### config.mk
export PLATFORM = sky130hd
export DESIGN_NAME = shiftregister_framed
export DESIGN_NICKNAME = d
export VERILOG_FILES = /design/src/rtl/shiftregister_framed.sv
export SDC_FILE = /design/constraint.sdc
export NUM_CORES = 1
export LEC_CHECK = 0
export CAP_MARGIN = 15
export CELL_PAD_IN_SITES_DETAIL_PLACEMENT = 1
export CELL_PAD_IN_SITES_GLOBAL_PLACEMENT = 1
export CORE_AREA = 2 2 53 55
export CTS_CLUSTER_SIZE = 20
export DETAILED_ROUTE_END_ITERATION = 10
export DIE_AREA = 0 0 55 57
export PLACE_DENSITY = 0.71
export SLEW_MARGIN = 20
export SYNTH_ARGS = -nofsm -noshare
export SYNTH_HDL_FRONTEND = slang
export SYNTH_SLANG_ARGS = --single-unit
### constraint.sdc
create_clock -name clk -period 1.3 [get_ports clk]
set_input_delay 0.26 -clock clk [delete_from_list [all_inputs] [get_ports clk]]
set_output_delay 0.26 -clock clk [all_outputs]
set_load 0.03 [all_outputs]
### src/rtl/shiftregister_framed.sv
// WIDTH-bit framed shift register: MSB/LSB-first shifting, bit counter and word-complete pulse.
// Optional word parity is built only when SHIFTREG_PARITY_EN is defined.
module shiftregister_framed #(
  parameter int WIDTH = 8,
  parameter int CNTW  = $clog2(WIDTH)
) (
  input  logic             clk,
  input  logic             rst_n,
  input  logic             peripheralClkEdge,
  input  logic             parallelLoad,
  input  logic [WIDTH-1:0] parallelDataIn,
  input  logic             serialDataIn,
  input  logic             lsbFirst,
  output logic [WIDTH-1:0] parallelDataOut,
  output logic             serialDataOut,
  output logic [CNTW-1:0]  bitCount,
  output logic             wordDone,
  output logic             wordParity
);

  localparam logic [CNTW-1:0] LAST_BIT = CNTW'(WIDTH - 1);
  localparam logic [CNTW-1:0] CNT_ONE  = CNTW'(1);

  logic [WIDTH-1:0] shreg_r;
  logic [CNTW-1:0]  count_r;
  logic             done_r;
  logic [WIDTH-1:0] shift_s;
  logic             shift_en_s;
  logic             wrap_s;

  // Next shifted value and framing decode; a load always masks a shift request
  always_comb begin
    shift_s    = {WIDTH{1'b0}};
    shift_en_s = peripheralClkEdge & ~parallelLoad;
    wrap_s     = 1'b0;
    if (lsbFirst) begin
      shift_s = {serialDataIn, shreg_r[WIDTH-1:1]};
    end else begin
      shift_s = {shreg_r[WIDTH-2:0], serialDataIn};
    end
    if (shift_en_s && (count_r == LAST_BIT)) begin
      wrap_s = 1'b1;
    end else begin
      wrap_s = 1'b0;
    end
  end

  // Shift register, bit counter and word-complete pulse
  always_ff @(posedge clk or negedge rst_n) begin
    if (!rst_n) begin
      shreg_r <= {WIDTH{1'b0}};
      count_r <= {CNTW{1'b0}};
      done_r  <= 1'b0;
    end else if (parallelLoad) begin
      shreg_r <= parallelDataIn;
      count_r <= {CNTW{1'b0}};
      done_r  <= 1'b0;
    end else if (peripheralClkEdge) begin
      shreg_r <= shift_s;
      if (wrap_s) begin
        count_r <= {CNTW{1'b0}};
        done_r  <= 1'b1;
      end else begin
        count_r <= count_r + CNT_ONE;
        done_r  <= 1'b0;
      end
    end else begin
      done_r <= 1'b0;
    end
  end

`ifdef SHIFTREG_PARITY_EN
  function automatic logic word_xor(input logic [WIDTH-1:0] word);
    return ^word;
  endfunction

  logic parity_r;

  // Parity of the word just completed; held across loads until the next word completes
  always_ff @(posedge clk or negedge rst_n) begin
    if (!rst_n) begin
      parity_r <= 1'b0;
    end else if (wrap_s) begin
      parity_r <= word_xor(shift_s);
    end else begin
      parity_r <= parity_r;
    end
  end

  assign wordParity = parity_r;
`else
  assign wordParity = 1'b0;
`endif

  assign parallelDataOut = shreg_r;
  // Outgoing bit follows lsbFirst immediately, no register stage
  assign serialDataOut   = lsbFirst ? shreg_r[0] : shreg_r[WIDTH-1];
  assign bitCount        = count_r;
  assign wordDone        = done_r;

endmodule

* Word-level counts from Yosys, hierarchy flattened
Cells that the tools add are included.
** Word-level totals
- Flip-flop bits (word level) :: 12
- Bits of input ports :: 14
- Output and inout bits :: 14
- Word-level logic and storage cells :: 20
** Operators by class
- Multiplexer cells :: 11
- Reductions and logical operators :: 2
- Bitwise operators :: 2
- Equality and inequality tests :: 1
- Add/subtract/negate cells :: 1
** Operator list (number)
- 8-bit 2-to-1 mux :: 3
- 3-bit 2-to-1 mux :: 3
- 1-bit 2-to-1 mux :: 5
- 3-bit by 1-bit adder with 3-bit output, second input constant :: 1
- 3-bit equality test, second input constant :: 1
- 2-bit nonzero test :: 1
- 1-bit bitwise AND :: 1
- 1-bit logical AND :: 1
- 1-bit NOT :: 1

* Depth between registers and ports, before layout
- Depth after elaboration :: 7
- Gate-level depth with buffers :: 4
- Mapped depth without buffers :: 4

* Worst setup path before layout
Ideal clock, no wire load.
- Path kind :: register to register
- From :: register count_r[0] (netlist: bitCount[0])
- To :: register count_r[0] (netlist: bitCount[0])
- Arrival time :: 1.480 ns
- Required time :: 1.223 ns
- Cell stages (with the launch flop) :: 5
- Period minus slack after synthesis :: 1.557 ns
- Path slack :: -0.257 ns
- Buffers on the path :: 0
- Setup time :: 0.077 ns
- Cells stage by stage :: dfrtp_1 > ha_1 > ha_1 > or3b_2 > a21oi_1
** On the way
- Longest elaborated chain between the ends :: 6
- Elaborated cells between the ends (all ways) :: 7
- Classes of those cells :: add/sub (1); eq/ne (1); mux (4); reduce/logical (1)
** RTL lines
- from (decl) :: line 25 : logic [CNTW-1:0] count_r;
- from (signal assigned) :: line 52 : count_r <= {CNTW{1'b0}};
- from (signal assigned) :: line 56 : count_r <= {CNTW{1'b0}};
- from (signal assigned) :: line 61 : count_r <= {CNTW{1'b0}};
- parallel branches: the longest is 3 deep, another holds 3-bit by 1-bit adder with 3-bit output
- 3-bit 2-to-1 mux * :: line 60 : if (wrap_s) begin
- 3-bit 2-to-1 mux * :: line 58 : end else if (peripheralClkEdge) begin
- 3-bit 2-to-1 mux * :: line 54 : end else if (parallelLoad) begin
Every way passes the cells marked *. The select of a mux whose other input is x is not followed.
A chain may end at the register's enable or synchronous reset.

* Worst setup path after layout
- From :: register shreg_r[7] (netlist: parallelDataOut[7])
- To :: output port serialDataOut
** On the way
- Longest elaborated chain between the ends :: 1
** RTL lines
- from (decl) :: line 24 : logic [WIDTH-1:0] shreg_r;
- from (signal assigned) :: line 51 : shreg_r <= {WIDTH{1'b0}};
- from (signal assigned) :: line 55 : shreg_r <= parallelDataIn;
- from (signal assigned) :: line 59 : shreg_r <= shift_s;
- 1-bit 2-to-1 mux :: line 97 : assign serialDataOut = lsbFirst ? shreg_r[0] : shreg_r[WIDTH-1];
- to (decl) :: line 15 : output logic serialDataOut,
Every way passes these cells.

==> impl_metrics.py <==
metrics = {
    "layout": {
        "antenna_cells": 0,
        "fillers": 315,
        "multi_input_area_um2": 385.4,
        "area_growth_pct": 58.30,
        "final_cells": 128,
        "nets": 114,
        "layout-drive-gt1-share_pct": 44.33,
        "ff_latch_area_um2": 302.8,
    },
    "clock_network": {
        "clk_latency_ns": 0.27,
        "cts_tree": "done",
        "clk_path_buf_depth": 2,
        "cts.sinks": 12,
        "root_buffer": "clkbuf_4",
        "cts_buffers": 3,
        "ctsHtreeMaxLevel": 1,
        "cts.clk_slew.worst_paths_ns": 0.09,
    },
    "detailed_routing": {
        "dr.pass1.iters": 4,
        "wl_per_cell_um": 14.48,
        "antenna_left": 0,
        "via_per_inst": 4.758,
        "vias": 609,
        "drc": 0,
        "routed_wl_um": 1854,
        "drt_iter0_drc": 3,
    },
    "power_and_ir_drop": {
        "switchingPower_uw": 331.5,
        "pwr-share-comb_pct": 33.3,
        "p_leak_nw": 0.4877,
        "ir_worst_vdd_mv": 0.3695,
        "total_power_mw": 1.031,
        "seq_power_share_pct": 42.4,
        "internal_power_uw": 699.5,
        "clkPwrFrac_pct": 24.3,
        "power_density_mw_per_mm2": 960.4,
        "switching_share_pct": 32.15,
    },
    "sta": {
        "slew_viol_final": 0,
        "setup_viol_count_final": 2,
        "skew_ns": 0.005813,
        "rsz0062_at_grt": "yes",
        "fin_crit_ns": 1.321,
        "hold_viol_final": 0,
        "fin_crit_sh_pct": 101.6,
        "clock.fmax_mhz": 757.2,
        "tns_ns": -0.03524,
        "fin_ws_ns": -0.02070,
    },
    "yosys": {
        "syn-instance-count": 60,
        "synth_seq_cells": 12,
        "synth_warnings": 0,
        "syn_area_um2": 678.2,
        "syn_area_per_cell_um2": 11.30,
        "syn-num-nets": 76,
        "yosysSeqAreaShare_pct": 44.28,
        "ys_types": 19,
    },
    "critical_path": {
        "worstPathMaxFanout": 2,
        "crit_path_start_kind": "flip-flop",
        "worstReg2RegStart": "bitCount[0]$_DFFE_PN0P_",
        "critPathLaunch": "parallelDataOut[7]$_DFFE_PN0P_",
        "cp.required_ns": 1.04,
        "cp.arrival_ns": 1.06,
        "worstSetupPathType": "flip-flop to output port",
        "critPathCaptureType": "output port",
    },
    "floorplan": {
        "die_h_um": 57,
        "rows": 19,
        "dieArea_mm2": 0.003135,
        "core_mm2": 0.002615,
        "io_pins": 28,
        "start_util_pct": 25.93,
        "die_w_um": 55,
    },
    "grt": {
        "grt_pass1_vias": 647,
        "grt_overflow": 0,
        "track_usage_pct": 12.92,
        "grt_pass1_wl_um": 2953,
        "grt_max_degree": 15,
        "antenna_found_initial": 0,
    },
    "placement": {
        "dp_hpwl_um": 1431,
        "dpl.cell_count": 123,
        "io_buffers": 26,
        "gp_congestion": 0.7192,
    },
    "hold_path": {
        "hp-class": "input port to asynchronous set/reset pin",
    },
    "outcome": {
        "violations": "negative setup slack",
        "outcome": "complete, but fails checks",
    },
    "run": {
        "cap_violations": 0,
    },
}
## final cells by class
class	count	area share, %
well taps	31	3.613
flip-flops and latches	12	28.21
multi-input cells	44	35.90
repair buffers	37	29.84
clock buffers	4	2.448
## metal layers
layer / GRT usage [%] / share of wire [%] / wire, um
met1: 17.11 / 43 / 801
met2: 20.92 / 52 / 957
met3: 1.571 / 3.6 / 66
met4: 5.226 / 1.5 / 28
met5: 0 / 0 / 0
## flip-flops by register name (all words and copies together) (netlist names)
signal,cells
parallelDataOut,8
bitCount,3
wordDone,1
## placed cells by master, fill, tap and decap left out
cell type	instances
or3b_2	4
mux2_2	4
a21oi_2	1
a21oi_1	1
mux2_4	1
clkbuf_4	3
conb_1	1
clkbuf_1	1
and2_1	5
nand2b_1	2
buf_6	3
mux2i_1	5
nor2_1	2
clkdlybuf4s50_1	11
dfrtp_1	10
nand2_1	4
or3b_4	1
o211ai_1	4
ha_4	2
nand3b_1	1
nor2b_2	1
buf_4	20
nand2b_2	1
dlygate4sd2_1	3
a221o_1	4
dfrtp_2	2
## metrics by stage
stage | utilization, % | setup WS, ns | area [um^2] | hold WS [ns]
detailed placement | 39.38 | -0.6408 | 1030 | 0.5736
floorplan | - | -0.06882 | 711.9 | -0.03559
global placement | 39.38 | -0.6514 | 1030 | 0.5555
global route | 41.05 | -0.06885 | 1074 | 0.2928
finish | 41.05 | -0.02070 | 1074 | 0.2827
CTS | 40.81 | -0.03468 | 1067 | 0.2858
## worst max-delay path, stage by stage (launching register included)
cell and delay, ns:
dfrtp_1 0.39, mux2_2 0.27, buf_6 0.14
## path summary, 6_finish.rpt
check | to | slack [ns] | depth (start not counted)
setup / recovery | serialDataOut | -0.02 | 2
hold / removal | wordDone$_DFF_PN0_ | 0.28 | 2
setup reg to reg | bitCount[0]$_DFFE_PN0P_ | -0.01 | 4
hold reg to reg | parallelDataOut[6]$_DFFE_PN0P_ | 0.59 | 1
max in group asynchronous | bitCount[0]$_DFFE_PN0P_ | 0.84 | 2
min in group clk | parallelDataOut[1]$_DFFE_PN0P_ | 0.56 | 3
## cells in the mapped netlist
master / number / share of area, %
buf_4: 1 / 1.1
buf_2: 2 / 1.5
nand2b_1: 3 / 2.8
mux2i_1: 5 / 7.4
a221o_1: 4 / 5.9
ha_1: 2 / 3.7
nand3b_1: 1 / 1.1
mux2_4: 1 / 2.2
a21oi_1: 2 / 1.5
conb_1: 1 / 0.55
nor2b_1: 1 / 0.92
dfrtp_1: 12 / 44
mux2_2: 4 / 6.6
or3b_2: 5 / 6.5
nand2_1: 4 / 2.2
nor2_1: 2 / 1.1
o211ai_1: 4 / 4.4
and2_1: 5 / 4.6
buf_6: 1 / 1.7
## power groups by stage
stage,combinational [mW],clock (mW),sequential [mW]
2_1_floorplan,0.120,0,0.505
3_3_place_gp,0.334,0,0.444
3_5_place_dp,0.342,0,0.446
4_1_cts,0.347,0.262,0.439
5_1_grt,0.370,0.284,0.443
6_report,0.343,0.251,0.438
## kinds of logic (layout without fill, tap and decap cells)
kind of cell / after synthesis / count (layout) / share of synthesized area [%]
and+or+nand+nor: 21 / 21 / 19.19
muxes: 10 / 10 / 16.24
other: 1 / 1 / 0.5530
adders and majority gates: 2 / 2 / 3.689
AOI/OAI and AO/OA: 10 / 10 / 11.81
DFF: 12 / 12 / 44.28
buffers and inverters: 4 / 41 / 4.244
## what timing repair did
action	in CTS	in global routing
setup buffers	1	0
setup endpoints to repair	7	6
gates resized for setup	12	2
pin swaps	2	1
hold buffers	0	0
Note: power is estimated with default switching activity, not from simulation.
